===== config.mk =====
export PLATFORM = sky130hd
export DESIGN_NAME = aes_round_ctrl_flat
export DESIGN_NICKNAME = d
export VERILOG_FILES = /design/src/rtl/aes_round_ctrl_pkg.sv /design/src/rtl/aes_round_ctrl_if.sv /design/src/rtl/aes_round_ctrl_rise_detect.sv /design/src/rtl/aes_round_ctrl.sv /design/src/flat_wrapper.sv
export SDC_FILE = /design/constraint.sdc
export NUM_CORES = 1
export LEC_CHECK = 0
export BUFFER_PORTS_ARGS = -buffer_cell sky130_fd_sc_hd__buf_4
export CAP_MARGIN = 40
export CORE_MARGIN = 10
export CORE_UTILIZATION = 49
export DETAILED_ROUTE_END_ITERATION = 8
export GPL_ROUTABILITY_DRIVEN = 0
export GPL_TIMING_DRIVEN = 0
export PLACE_DENSITY = 0.76
export SLEW_MARGIN = 40
export SYNTH_ARGS = -nofsm -noshare
export SYNTH_HDL_FRONTEND = slang
export SYNTH_SLANG_ARGS = --single-unit

===== constraint.sdc =====
create_clock -name clk -period 1.6 [get_ports clk]
set_clock_uncertainty 0.15 [all_clocks]
set_input_delay 0.24 -clock clk [delete_from_list [all_inputs] [get_ports clk]]
set_output_delay 0.24 -clock clk [all_outputs]
set_load 0.005 [all_outputs]

===== src/rtl/aes_round_ctrl_pkg.sv =====
// Shared constants and state encoding for the AES-128 round controller,
// key-expansion and datapath blocks.
package aes_ctrl_pkg;

    localparam int AES128_ROUNDS = 10;
    localparam int AES_RND_W     = 4;

    typedef enum logic [2:0] {
        IDLE  = 3'd0,
        LOAD  = 3'd1,
        ROUND = 3'd2,
        FINAL = 3'd3,
        DONE  = 3'd4
    } aes_state_e;

endpackage


===== src/rtl/aes_round_ctrl_if.sv =====
// Request/status bundle between the AES round controller (slave) and the
// block that requests encryptions and consumes the ciphertext (master).
interface aes_round_ctrl_if
    import aes_ctrl_pkg::*;
#(
    parameter int CNT_W = AES_RND_W
);

    logic             start;
    logic             abort;
    logic             out_ack;
    logic             busy;
    logic             load_state;
    logic             round_en;
    logic             key_step;
    logic             last_round;
    logic [CNT_W-1:0] round_idx;
    logic             done;
    logic             out_valid;

    modport master (
        output start, abort, out_ack,
        input  busy, load_state, round_en, key_step, last_round,
               round_idx, done, out_valid
    );

    modport slave (
        input  start, abort, out_ack,
        output busy, load_state, round_en, key_step, last_round,
               round_idx, done, out_valid
    );

endinterface


===== src/rtl/aes_round_ctrl_rise_detect.sv =====
// Registered one-shot rising-edge detector. The previous-sample flop resets
// to 1 so a level already high when reset releases is not seen as an edge.
module rise_detect (
    input  logic clk,
    input  logic rst_n,
    input  logic d_i,
    output logic rise_o
);

    logic prev_q;

    // Track the input level every cycle.
    always_ff @(posedge clk or negedge rst_n) begin
        if (!rst_n) begin
            prev_q <= 1'b1;
        end else begin
            prev_q <= d_i;
        end
    end

    assign rise_o = d_i & ~prev_q;

endmodule


===== src/rtl/aes_round_ctrl.sv =====
// Sequencer for the iterative AES-128 datapath: one run per start edge,
// LOAD -> (NUM_ROUNDS-1) x ROUND -> FINAL -> DONE, result held until acked.
// Every output is a flop decoded from the next state, so no input reaches an
// output combinationally.
module aes_round_ctrl
    import aes_ctrl_pkg::*;
#(
    parameter int NUM_ROUNDS = AES128_ROUNDS,
    parameter int CNT_W      = AES_RND_W
) (
    input  logic            clk,
    input  logic            rst,
    aes_round_ctrl_if.slave ctl
);

    localparam logic [CNT_W-1:0] LAST_IDX  = CNT_W'(NUM_ROUNDS - 1);
    localparam logic [CNT_W-1:0] FINAL_IDX = CNT_W'(NUM_ROUNDS);

    if (NUM_ROUNDS < 2 || NUM_ROUNDS > 15 || (2 ** CNT_W) <= NUM_ROUNDS) begin : g_param_check
        $error("aes_round_ctrl: NUM_ROUNDS must be 2..15 and fit in CNT_W bits");
    end

    aes_state_e       state_q, state_d;
    logic [CNT_W-1:0] round_idx_q, round_idx_d;
    logic             busy_q, busy_d;
    logic             load_q, load_d;
    logic             step_q, step_d;
    logic             last_q, last_d;
    logic             done_q, done_d;
    logic             valid_q, valid_d;
    logic             start_edge;

    rise_detect u_start_rise (
        .clk    (clk),
        .rst_n  (rst),
        .d_i    (ctl.start),
        .rise_o (start_edge)
    );

    // Next state, round counter and Moore output decode of the next state.
    always_comb begin
        state_d     = state_q;
        round_idx_d = round_idx_q;
        case (state_q)
            IDLE: begin
                round_idx_d = '0;
                if (start_edge && !ctl.abort) begin
                    state_d = LOAD;
                end
            end
            LOAD: begin
                if (ctl.abort) begin
                    state_d     = IDLE;
                    round_idx_d = '0;
                end else begin
                    state_d     = (NUM_ROUNDS == 1) ? FINAL : ROUND;
                    round_idx_d = CNT_W'(1);
                end
            end
            ROUND: begin
                if (ctl.abort) begin
                    state_d     = IDLE;
                    round_idx_d = '0;
                end else if (round_idx_q == LAST_IDX) begin
                    state_d     = FINAL;
                    round_idx_d = FINAL_IDX;
                end else begin
                    round_idx_d = round_idx_q + CNT_W'(1);
                end
            end
            FINAL: begin
                if (ctl.abort) begin
                    state_d     = IDLE;
                    round_idx_d = '0;
                end else begin
                    state_d     = DONE;
                    round_idx_d = FINAL_IDX;
                end
            end
            DONE: begin
                // Abort in DONE simply releases the result like an ack.
                if (ctl.out_ack || ctl.abort) begin
                    state_d     = IDLE;
                    round_idx_d = '0;
                end
            end
            default: begin
                state_d     = IDLE;
                round_idx_d = '0;
            end
        endcase

        busy_d  = (state_d == LOAD) || (state_d == ROUND) || (state_d == FINAL);
        load_d  = (state_d == LOAD);
        step_d  = (state_d == ROUND) || (state_d == FINAL);
        last_d  = (state_d == FINAL);
        valid_d = (state_d == DONE);
        done_d  = (state_d == DONE) && (state_q != DONE);
    end

    // Controller state and registered outputs.
    always_ff @(posedge clk or negedge rst) begin
        if (!rst) begin
            state_q     <= IDLE;
            round_idx_q <= '0;
            busy_q      <= 1'b0;
            load_q      <= 1'b0;
            step_q      <= 1'b0;
            last_q      <= 1'b0;
            done_q      <= 1'b0;
            valid_q     <= 1'b0;
        end else begin
            state_q     <= state_d;
            round_idx_q <= round_idx_d;
            busy_q      <= busy_d;
            load_q      <= load_d;
            step_q      <= step_d;
            last_q      <= last_d;
            done_q      <= done_d;
            valid_q     <= valid_d;
        end
    end

    assign ctl.busy       = busy_q;
    assign ctl.load_state = load_q;
    assign ctl.round_en   = step_q;
    assign ctl.key_step   = step_q;
    assign ctl.last_round = last_q;
    assign ctl.round_idx  = round_idx_q;
    assign ctl.done       = done_q;
    assign ctl.out_valid  = valid_q;

endmodule


===== src/flat_wrapper.sv =====
// flat-port wrapper written by rule: the top's interface ports become plain ports
module aes_round_ctrl_flat import aes_ctrl_pkg::*;
#(
    parameter int NUM_ROUNDS = AES128_ROUNDS,
    parameter int CNT_W      = AES_RND_W
)
  (clk, rst, ctl_start, ctl_abort, ctl_out_ack, ctl_busy, ctl_load_state, ctl_round_en, ctl_key_step, ctl_last_round, ctl_round_idx, ctl_done, ctl_out_valid);
  aes_round_ctrl_if #(.CNT_W(CNT_W)) ctl_i ();
  input  logic clk;
  input  logic rst;
  input wire logic [$bits(ctl_i.start)-1:0] ctl_start;
  input wire logic [$bits(ctl_i.abort)-1:0] ctl_abort;
  input wire logic [$bits(ctl_i.out_ack)-1:0] ctl_out_ack;
  output wire logic [$bits(ctl_i.busy)-1:0] ctl_busy;
  output wire logic [$bits(ctl_i.load_state)-1:0] ctl_load_state;
  output wire logic [$bits(ctl_i.round_en)-1:0] ctl_round_en;
  output wire logic [$bits(ctl_i.key_step)-1:0] ctl_key_step;
  output wire logic [$bits(ctl_i.last_round)-1:0] ctl_last_round;
  output wire logic [$bits(ctl_i.round_idx)-1:0] ctl_round_idx;
  output wire logic [$bits(ctl_i.done)-1:0] ctl_done;
  output wire logic [$bits(ctl_i.out_valid)-1:0] ctl_out_valid;
  assign ctl_i.start = ctl_start;
  assign ctl_i.abort = ctl_abort;
  assign ctl_i.out_ack = ctl_out_ack;
  assign ctl_busy = ctl_i.busy;
  assign ctl_load_state = ctl_i.load_state;
  assign ctl_round_en = ctl_i.round_en;
  assign ctl_key_step = ctl_i.key_step;
  assign ctl_last_round = ctl_i.last_round;
  assign ctl_round_idx = ctl_i.round_idx;
  assign ctl_done = ctl_i.done;
  assign ctl_out_valid = ctl_i.out_valid;
  aes_round_ctrl #(.NUM_ROUNDS(NUM_ROUNDS), .CNT_W(CNT_W)) u_core (.clk(clk), .rst(rst), .ctl(ctl_i));
endmodule

==> results of run 1 <==
[registers in the layout, summed over array words and instances, names as in the netlist]
name / cells
u_core.state_q: 3
u_core.ctl.out_valid: 1
u_core.ctl.round_idx: 4
u_core.ctl.last_round: 1
u_core.ctl.load_state: 1
u_core.ctl.busy: 1
u_core.u_start_rise.prev_q: 1
u_core.ctl.key_step: 1
u_core.ctl.done: 1
[critical path, stage by stage, from the launching register on]
cell     delay, ns
dfrtp_1       0.38
buf_6         0.13
or3_4         0.41
nor2_4        0.14
a22o_2        0.16
[layer usage]
metal  share of wire [%]  up-vias  track usage, %
li1                    -      231               -
met1                  47      208           9.603
met2                  42       13           12.07
met3                 8.6        5           3.371
met4                 3.1        0           5.034
met5                   0        -               0
[worst max path at each step]
stage                                           start                                  end  slack, ns
after floorplan           u_core.state_q[1]$_DFF_PN0_       u_core.ctl.out_valid$_DFF_PN0_       0.25
after global placement    u_core.state_q[1]$_DFF_PN0_  u_core.ctl.round_idx[1]$_DFFE_PN0P_       0.19
after detailed placement  u_core.state_q[1]$_DFF_PN0_  u_core.ctl.round_idx[1]$_DFFE_PN0P_       0.20
after CTS                 u_core.state_q[1]$_DFF_PN0_  u_core.ctl.round_idx[1]$_DFFE_PN0P_       0.17
after global routing      u_core.state_q[2]$_DFF_PN0_            u_core.ctl.busy$_DFF_PN0_       0.13
final                     u_core.state_q[1]$_DFF_PN0_  u_core.ctl.round_idx[1]$_DFFE_PN0P_       0.18
[placed cells by master (no fill, tap or decap), drive strengths merged]
cell type,n
nor2b,1
a22o,2
xnor2,1
nand3,1
nand4b,1
a21oi,1
nor3b,1
nor2,5
and2b,1
nand2b,4
buf,17
clkbuf,6
o2bb2ai,3
o21bai,1
a211oi,2
dfstp,1
dlygate4sd3,2
ha,2
a31oi,1
nor3,2
mux2i,1
nand3b,1
or2,3
and2,1
inv,1
or3,1
dfrtp,13
[area by class of cell]
cell class                      count  area, µm²
Sequential cell                    14      351.6
Inverter                            1      3.754
Timing Repair Buffer               17      132.6
Fill cell                          99      435.4
Multi-Input combinational cell     36      280.3
Clock buffer                        4      36.28
Tap cell                           15      18.77
Buffer                              4      26.28
[what timing repair did]
| item | 4_1_cts | 5_1_grt |
|---|---|---|
| endpoints found under the setup margin | 0 | 0 |
| hold buffers | 2 | 0 |
| gates resized for setup | 0 | 0 |
| endpoints found under the hold margin | 15 | 0 |
[cell families after synthesis]
| kind of cell | after synthesis | share of synthesized area, % |
|---|---|---|
| XOR/XNOR | 1 | 1.323 |
| multiplexers | 1 | 1.512 |
| AND/OR/NAND/NOR | 22 | 22.87 |
| adder cells (fa/ha/maj) | 2 | 3.780 |
| flip-flops | 14 | 53.12 |
| buffers and inverters | 5 | 4.537 |
| AO/OA/AOI/OAI | 10 | 12.85 |
[per-stage QoR]
| step | cells | instance area (µm²) | setup slack [ns] |
|---|---|---|---|
| after floorplan | 55 | 661.9 | 0.2514 |
| after global placement | 85 | 793.3 | 0.1947 |
| after detailed placement | 85 | 793.3 | 0.1951 |
| after CTS | 91 | 849.6 | 0.1713 |
| after global routing | 91 | 849.6 | 0.1326 |
| final | 91 | 849.6 | 0.1759 |
[power groups by stage]
stage	clock, mW	combinational, mW	sequential (mW)
final	0.257	0.0827	0.372
after global routing	0.283	0.0922	0.374
after CTS	0.261	0.0841	0.372
after detailed placement	0	0.0800	0.378
after global placement	0	0.0783	0.378
after floorplan	0	0.0440	0.379
==> impl_metrics.ini, run 1 <==
[outcome]
outcome = finished clean

[worst_hold_path]
hp-class = input pin to flip-flop
hp-start = ctl_abort
hold_depth = 4
min_to = u_core.ctl.last_round$_DFF_PN0_

[global_route]
grt_overflow = 0
grt_start_max_net_pins = 15
grt_pass1_wl_um = 2187
grt_pass1_vias = 465
antenna_found_initial = 0
grtUsageTotal_pct = 8.206

[synthesis]
yosys-top-cells-area = dfrtp_1 49%, dfstp_2 4.0%, ha_1 3.8%
yosysTopAreaCellShare_pct = 49.15
ys_top_cells_by_count = 13 x dfrtp_1, 4 x nand2b_1, 4 x nor2_1, 3 x or2_2
async_reset_ff_share_pct = 100.0
syn_inst = 55
ys_ff_latch = 14
syn_avg_cell_area_um2 = 12.03
synthFlopType = dfrtp_1
synth.net_count = 62
ys_seq_area_share_pct = 53.12
synth_edf_count = 0
ys_warn_count = 0
yosysTopAreaCell = dfrtp_1
synthMostInstantiatedCell = dfrtp_1
netlist_area_um2 = 661.9
synth.distinct_cells = 30

[pwr]
cell_internal_pwr_uw = 548.3
p_leak_nw = 0.4021
pwr-share-seq_pct = 52.2
max-vdd-ir-drop_mv = 0.4597
pwr-share-comb_pct = 11.6
pwr_density_cell_nw_per_um2 = 837.4
p_sw_uw = 163.1
power_frac_clock_pct = 36.2
switching_share_pct = 22.93
p_total_uw = 711.5

[final_layout]
layout.nets = 84
area_growth_pct = 28.36
antenna_cells = 0
layout-drive-gt1-share_pct = 39.47
utilization_pct = 66.11

[sta]
drv_slew = 0
fin_crit_sh_pct = 89.01
rsz0062_at_grt = no
fmax_mhz = 702.2
finalSetupViolCount = 0
finalSetupTns_ns = 0
hold_viol_final = 0
relSlewSlack_pct = 73.74
worstMarginPinSlew_ns = 0.3938
holdWs_ns = 0.1308
finalCriticalPeriod_ns = 1.424

[setup_path]
critPathKind = flip-flop to flip-flop
r2r_start = u_core.state_q[1]$_DFF_PN0_
reg2reg_to = u_core.ctl.round_idx[1]$_DFFE_PN0P_
worstRegToRegCells = 4
arrival_ns = 1.50
critical_path_required_ns = 1.68
cp_max_fo = 9
start_kind = flip-flop
cp-end-kind = flip-flop
r2r_slack_ns = 0.18

[run]
maxCapViolations = 0

[route]
antenna_left = 0
drt_first_pass_iters = 3
wl_per_cell_um = 13.34
num_vias = 457
viasPerCell = 5.022
drc_errors = 0
drtIter0Drc = 3
routed_wl_um = 1214

[floorplan]
die_area_um2 = 3221
row_count = 13
core_um2 = 1285
die_w_um = 56.76
io_pins = 16
die_y_um = 56.76
start_util_pct = 51.51

[clock_network]
root_buffer = clkbuf_4
clock_latency_ns = 0.28
post_cts_buffers = 0
tritoncts = done
max-clock-path-buffers = 2
cts.sinks = 14
cts_made_buffers = 3
clk_pin_slew_ns = 0.09
cts_max_level = 1

[placed_design]
hpwl_um = 894
io_buffers = 15
Note: power is estimated with default switching activity, not from simulation.
==> run 2, diff against run 1 <==
--- a/config.mk
+++ b/config.mk
@@ -16,4 +16,5 @@
 export SLEW_MARGIN = 40
 export SYNTH_ARGS = -nofsm -noshare
 export SYNTH_HDL_FRONTEND = slang
+export SYNTH_HIERARCHICAL = 1
 export SYNTH_SLANG_ARGS = --single-unit
==> constraint.sdc (replaced) <==
create_clock -name clk -period 1.46 [get_ports clk]
set_clock_uncertainty 0.15 [all_clocks]
set_input_delay 0.219 -clock clk [delete_from_list [all_inputs] [get_ports clk]]
set_output_delay 0.219 -clock clk [all_outputs]
set_load 0.005 [all_outputs]
==> run 2 against run 1 <==
Net effect: the flow now finishes with violations (setup timing); die area rose by 0.23%; sequential share of layout area fell by 4.2 points; area after synthesis rose by 0.38%; total power rose by 12%; fmax fell by 8.4%; core utilization rose by 7.8 points; clock power rose by 7.8%; hold slack got worse by 0.097 ns.
==> impl_metrics.ini, run 2 <==
[synthesis]
synthMostInstantiatedCell = dfrtp_1
ys_seq_area_share_pct = 52.92
synth_xor_area_share_pct = 1.318
ys_top_cells_by_count = 13 x dfrtp_1, 5 x inv_1, 5 x nor2_1, 4 x nand2_1, 4 x nor3_1
netlist_area_um2 = 664.4
synth_fa_ha_area_share_pct = 3.766
synth-simple-area-share_pct = 20.15
ys_warn_count = 6
synthMuxAreaShare_pct = 1.507
yosys-top-cells-area = dfrtp_1 49%, buf_6 5.1%, dfstp_2 4.0%
yosysTopAreaCellShare_pct = 48.96
synth.distinct_cells = 24
async_reset_ff_share_pct = 100.0
ys_ff_latch = 14
synth_edf_count = 0
synth_top_family_by_area = simple AND/OR/NAND/NOR gates
synthFlopType = dfrtp_1
synth.net_count = 65
synth_compound_area_share_pct = 10.17
syn_inst = 58
syn_avg_cell_area_um2 = 11.45
yosysTopAreaCell = dfrtp_1

[route]
routed_wl_um = 1561
drt_first_pass_iters = 4
drc_errors = 0
viasPerCell = 5.470
wl_per_cell_um = 15.61
drtIter0Drc = 13
antenna_left = 0
num_vias = 547

[setup_path]
start_kind = flip-flop
critical_path_required_ns = 1.53
arrival_ns = 1.63
cp-end-kind = flip-flop
worstRegToRegCells = 4
reg2reg_to = u_core/ctl.round_idx[0]$_DFFE_PN0P_
cp_max_fo = 7
r2r_slack_ns = -0.09
critPathKind = flip-flop to flip-flop
crit_slowest_cell = or4b_4
crit_path_end = u_core/ctl.round_idx[0]$_DFFE_PN0P_
crit_start = u_core/state_q[1]$_DFF_PN0_
cpPeakStageDelay_ns = 0.53
r2r_start = u_core/state_q[1]$_DFF_PN0_
worstPathCellList = buf_6 > or4b_4 > nor3_2 > a311o_2

[placed_design]
io_buffers = 15
pre_cts_ws_ns = -0.1841
placed_area_um2 = 808.3
dp_cells = 88
hpwl_um = 977

[final_layout]
antenna_cells = 0
utilization_pct = 73.90
area_growth_pct = 42.94
fin_area_um2 = 949.7
layout_commonest_cell = buf_4
layout.nets = 93
largest_reg_flops = 4
fin_cells = 100
layout-drive-gt1-share_pct = 52.94
final_cell_mix = 23 x buf_4, 12 x dfrtp_1, 5 x nor2_1, 4 x inv_1

[floorplan]
die_y_um = 56.82
start_util_pct = 51.70
die_w_um = 56.82
row_count = 13
io_pins = 16
die_area_um2 = 3229
core_um2 = 1285

[clock_network]
root_buffer = clkbuf_4
tritoncts = done
clk_pin_slew_ns = 0.09
cts_made_buffers = 3
clock_latency_ns = 0.28
cts_max_level = 1
max-clock-path-buffers = 2
cts.sinks = 14

[outcome]
outcome = finished with violations
failed_checks = setup timing

[sta]
fin_crit_sh_pct = 106.5
drv_slew = 0
hold_viol_final = 0
finalCriticalPeriod_ns = 1.555
holdWs_ns = 0.03414
rsz0062_at_grt = yes
worstMarginPinSlew_ns = 0.3631
relSlewSlack_pct = 75.61
finalSetupViolCount = 6
fmax_mhz = 643.2
fin_ws_ns = -0.09472

[run]
maxCapViolations = 0

[global_route]
antenna_found_initial = 0
grt_start_max_net_pins = 15
grt_pass1_wl_um = 2332
grt_overflow = 0
grtUsageTotal_pct = 9.001
grt_pass1_vias = 513

[pwr]
p_leak_nw = 0.4833
max-vdd-ir-drop_mv = 0.7577
pwr_density_cell_nw_per_um2 = 840.6

[worst_hold_path]
hp-class = input pin to flip-flop
run 2: cell types whose count changed in the layout (fill, tap and decap cells not counted), moves of 2 or more:
cell       change
and3_1         +3
buf_6          +2
a211oi_1       -2
nand2_1        +3
nand2b_1       -4
inv_1          +3
buf_4          +7
a2bb2oi_2      +2
or2_2          -3
o2bb2ai_1      -2
clkbuf_1       -2
run 2: layout make-up:
cell class              instances  area, µm²
flip-flops and latches         14      352.8
clock buffers                   4      36.28
plain buffers                   3      30.03
repair buffers                 25      196.4
well taps                      15      18.77
inverters                       5      18.77
multi-input cells              34      296.5
fillers                        85      335.3
run 2: metrics by stage:
step,setup TNS [ns],power [mW]
2_1_floorplan,-0.3369,0.4599
3_3_place_gp,-0.5755,0.4998
3_5_place_dp,-0.5796,0.5018
4_1_cts,-0.3428,0.7959
5_1_grt,-0.7540,0.8445
6_report,-0.2988,0.7983
run 2: worst max-delay path: cells and delay by family (launching register included):
family                 cells  cell delay [ns]
AO/OA/AOI/OAI              1             0.13
buffers and inverters      1             0.13
flip-flops                 1             0.37
AND/OR/NAND/NOR            2             0.71
run 2: layer usage:
metal  GRT usage [%]  wire (µm)  vias up
li1                -          -      258
met3           2.472         81        7
met1           10.06        676      267
met4           7.047         69        0
met5               0          0        -
met2           13.95        734       15
run 2: worst min path at each step:
stage          slack (ns)  cells after the start       from                               to
2_1_floorplan       -0.23                      0        rst        u_core/ctl.busy$_DFF_PN0_
6_report             0.03                      2  ctl_abort    u_core/ctl.key_step$_DFF_PN0_
3_5_place_dp        -0.07                      1        rst  u_core/ctl.load_state$_DFF_PN0_
3_3_place_gp        -0.08                      1        rst  u_core/ctl.load_state$_DFF_PN0_
4_1_cts             0.009                      2  ctl_abort    u_core/ctl.key_step$_DFF_PN0_
5_1_grt              0.02                      2  ctl_abort    u_core/ctl.key_step$_DFF_PN0_
run 2: cell families (layout without fill, tap and decap cells):
group                      count (synthesis)  count (layout)
AOI/OAI and AO/OA                          7               7
xor gates and xnor gates                   1               1
adders and majority gates                  2               2
buffers and inverters                     10              37
DFF                                       14              14
muxes                                      1               1
and+or+nand+nor                           23              23
run 2: power by group:
group | switching, mW | leakage (nW) | internal [mW] | total [mW]
sequential | 0.00925 | 0.188 | 0.401 | 0.410
clock | 0.126 | 0.0210 | 0.152 | 0.277
combinational | 0.0495 | 0.274 | 0.0612 | 0.111
total | 0.184 | 0.483 | 0.614 | 0.798
run 2: what timing repair did:
item / CTS / global route
gates resized for setup: 4 / 8
setup endpoints to repair: 4 / 6
pin swaps: 2 / 5
hold buffers: 2 / 0
buffers inserted: 3 / 5
endpoints found under the hold margin: 15 / 0
==> run 3, diff against run 2 <==
--- a/config.mk
+++ b/config.mk
@@ -7,12 +7,14 @@
 export LEC_CHECK = 0
 export BUFFER_PORTS_ARGS = -buffer_cell sky130_fd_sc_hd__buf_4
 export CAP_MARGIN = 40
-export CORE_MARGIN = 10
-export CORE_UTILIZATION = 49
+export CORE_AREA = 10 10 47 49
+export CTS_BUF_LIST = sky130_fd_sc_hd__clkbuf_4
 export DETAILED_ROUTE_END_ITERATION = 8
+export DIE_AREA = 0 0 57 59
 export GPL_ROUTABILITY_DRIVEN = 0
 export GPL_TIMING_DRIVEN = 0
-export PLACE_DENSITY = 0.76
+export PLACE_DENSITY = 0.77
+export RECOVER_POWER = 100
 export SLEW_MARGIN = 40
 export SYNTH_ARGS = -nofsm -noshare
 export SYNTH_HDL_FRONTEND = slang
==> run 3 against run 2 <==
Net effect: the flow still finishes with violations (setup timing); core utilization shrank 10 points; critical path depth down 1; setup slack improved by 0.024 ns; design area down 5.7%; via count decreased by 4.4%; total power fell by 10%; hold slack worse by 0.0028 ns; non-clock buffer count fell by 3; clock-buffer cell count shrank 1; first-iteration DRC count unchanged; largest cell class unchanged.
==> impl_metrics.ini, run 3 (synthesized netlist as in run 2, its figures left out) <==
[outcome]
outcome = finished with violations
failed_checks = setup timing

[pwr]
max-vdd-ir-drop_mv = 0.5741
p_total_uw = 717.8
p_leak_nw = 0.4462
pwr_density_cell_nw_per_um2 = 801.3

[setup_path]
critPathKind = flip-flop to flip-flop
arrival_ns = 1.57
cp-end-kind = flip-flop
cp_max_fo = 7
critical_path_required_ns = 1.50
start_kind = flip-flop

[sta]
rsz0062_at_grt = yes
holdWs_ns = 0.03131
worstMarginPinSlew_ns = 0.7286
finalSetupViolCount = 3
relSlewSlack_pct = 51.43
fin_crit_sh_pct = 104.9
finalCriticalPeriod_ns = 1.531
fmax_mhz = 653.1
drv_slew = 0
hold_viol_final = 0
fin_ws_ns = -0.07109

[route]
drc_errors = 0
drt_first_pass_iters = 4
wl_per_cell_um = 15.17
antenna_left = 0
drtIter0Drc = 13
routed_wl_um = 1487
num_vias = 523
viasPerCell = 5.337

[placed_design]
io_buffers = 15
dp_cells = 89
hpwl_um = 1011
pre_cts_ws_ns = -0.2057

[global_route]
grt_pass1_vias = 532
grt_pass1_wl_um = 2518
grtUsageTotal_pct = 9.123
grt_start_max_net_pins = 15
grt_overflow = 0
antenna_found_initial = 0

[clock_network]
clk_pin_slew_ns = 0.08
cts.sinks = 14
cts_made_buffers = 3
root_buffer = clkbuf_4
cts_max_level = 1
max-clock-path-buffers = 2
clock_latency_ns = 0.27
tritoncts = done

[floorplan]
die_y_um = 59
io_pins = 16
die_w_um = 57
die_area_um2 = 3363
core_um2 = 1401
row_count = 14
start_util_pct = 47.41

[final_layout]
fin_cells = 98
layout-drive-gt1-share_pct = 43.90
area_growth_pct = 34.84
largest_reg_flops = 4
fillers = 117
layout_commonest_cell = clkbuf_4
layout.nets = 90
antenna_cells = 0
final_cell_mix = 15 x clkbuf_4, 13 x dfrtp_1, 6 x buf_4, 5 x nor2_1

[worst_hold_path]
hp-class = input pin to flip-flop

[run]
maxCapViolations = 0
[run 3: cell types whose count changed in the layout (fill, tap and decap cells not counted), sizes merged]
cell	before	now
clkinv	0	1
clkbuf	4	18
buf	26	8
[run 3: final timing paths]
| check | from | endpoint | slack, ns | depth (start not counted) |
|---|---|---|---|---|
| worst max-delay path | u_core/state_q[0]$_DFF_PN0_ | u_core/ctl.round_idx[3]$_DFFE_PN0P_ | -0.07 | 3 |
| worst min-delay path | ctl_abort | u_core/state_q[1]$_DFF_PN0_ | 0.03 | 2 |
| worst max register to register | u_core/state_q[0]$_DFF_PN0_ | u_core/ctl.round_idx[3]$_DFFE_PN0P_ | -0.07 | 3 |
| worst min register to register | u_core/state_q[1]$_DFF_PN0_ | u_core/ctl.busy$_DFF_PN0_ | 0.43 | 2 |
| max in group asynchronous | rst | u_core/ctl.out_valid$_DFF_PN0_ | 0.33 | 2 |
| min in group asynchronous | rst | u_core/ctl.load_state$_DFF_PN0_ | 0.37 | 2 |
[run 3: timing repair]
item	CTS	global route
hold endpoints to repair	15	0
resized for setup	4	4
setup buffers	3	2
hold buffers	2	0
setup endpoints to repair	7	5
pin swaps	2	2
[run 3: critical path: stages (launching register included)]
cell       delay [ns]
dfrtp_1          0.39
or4b_4           0.62
a2bb2oi_2        0.16
o211ai_2         0.14
[run 3: final cells by class]
class	instances	area (µm²)	area share [%]
Inverter	5	18.77	2.095
Clock inverter	1	3.754	0.4190
Multi-Input combinational cell	34	290.3	32.40
Buffer	3	30.03	3.352
Tap cell	16	20.02	2.235
Clock buffer	3	22.52	2.514
Timing Repair Buffer	22	158.9	17.74
Sequential cell	14	351.6	39.25
[run 3: power breakdown]
part	leakage (nW)	switching [mW]	internal [mW]
logic	0.241	0.0473	0.0504
registers	0.189	0.00746	0.401
clock network	0.0154	0.113	0.0986
[run 3: layer usage]
layer | track usage [%] | wire, µm | vias to the layer above
met4 | 3.020 | 14 | 0
met3 | 3.004 | 120 | 2
met2 | 16.28 | 792 | 19
met1 | 9.901 | 560 | 251
li1 | - | - | 251
met5 | 0 | 0 | -
[run 3: per-stage QoR]
step           area, µm²  util (%)  setup TNS (ns)
5_1_grt            895.9     63.93         -0.3944
6_report           895.9     63.93         -0.1596
3_5_place_dp       809.5     57.77         -0.7716
4_1_cts            890.9     63.57         -0.3044
2_1_floorplan      676.9         -         -0.3369
3_3_place_gp       809.5     57.77         -0.5793
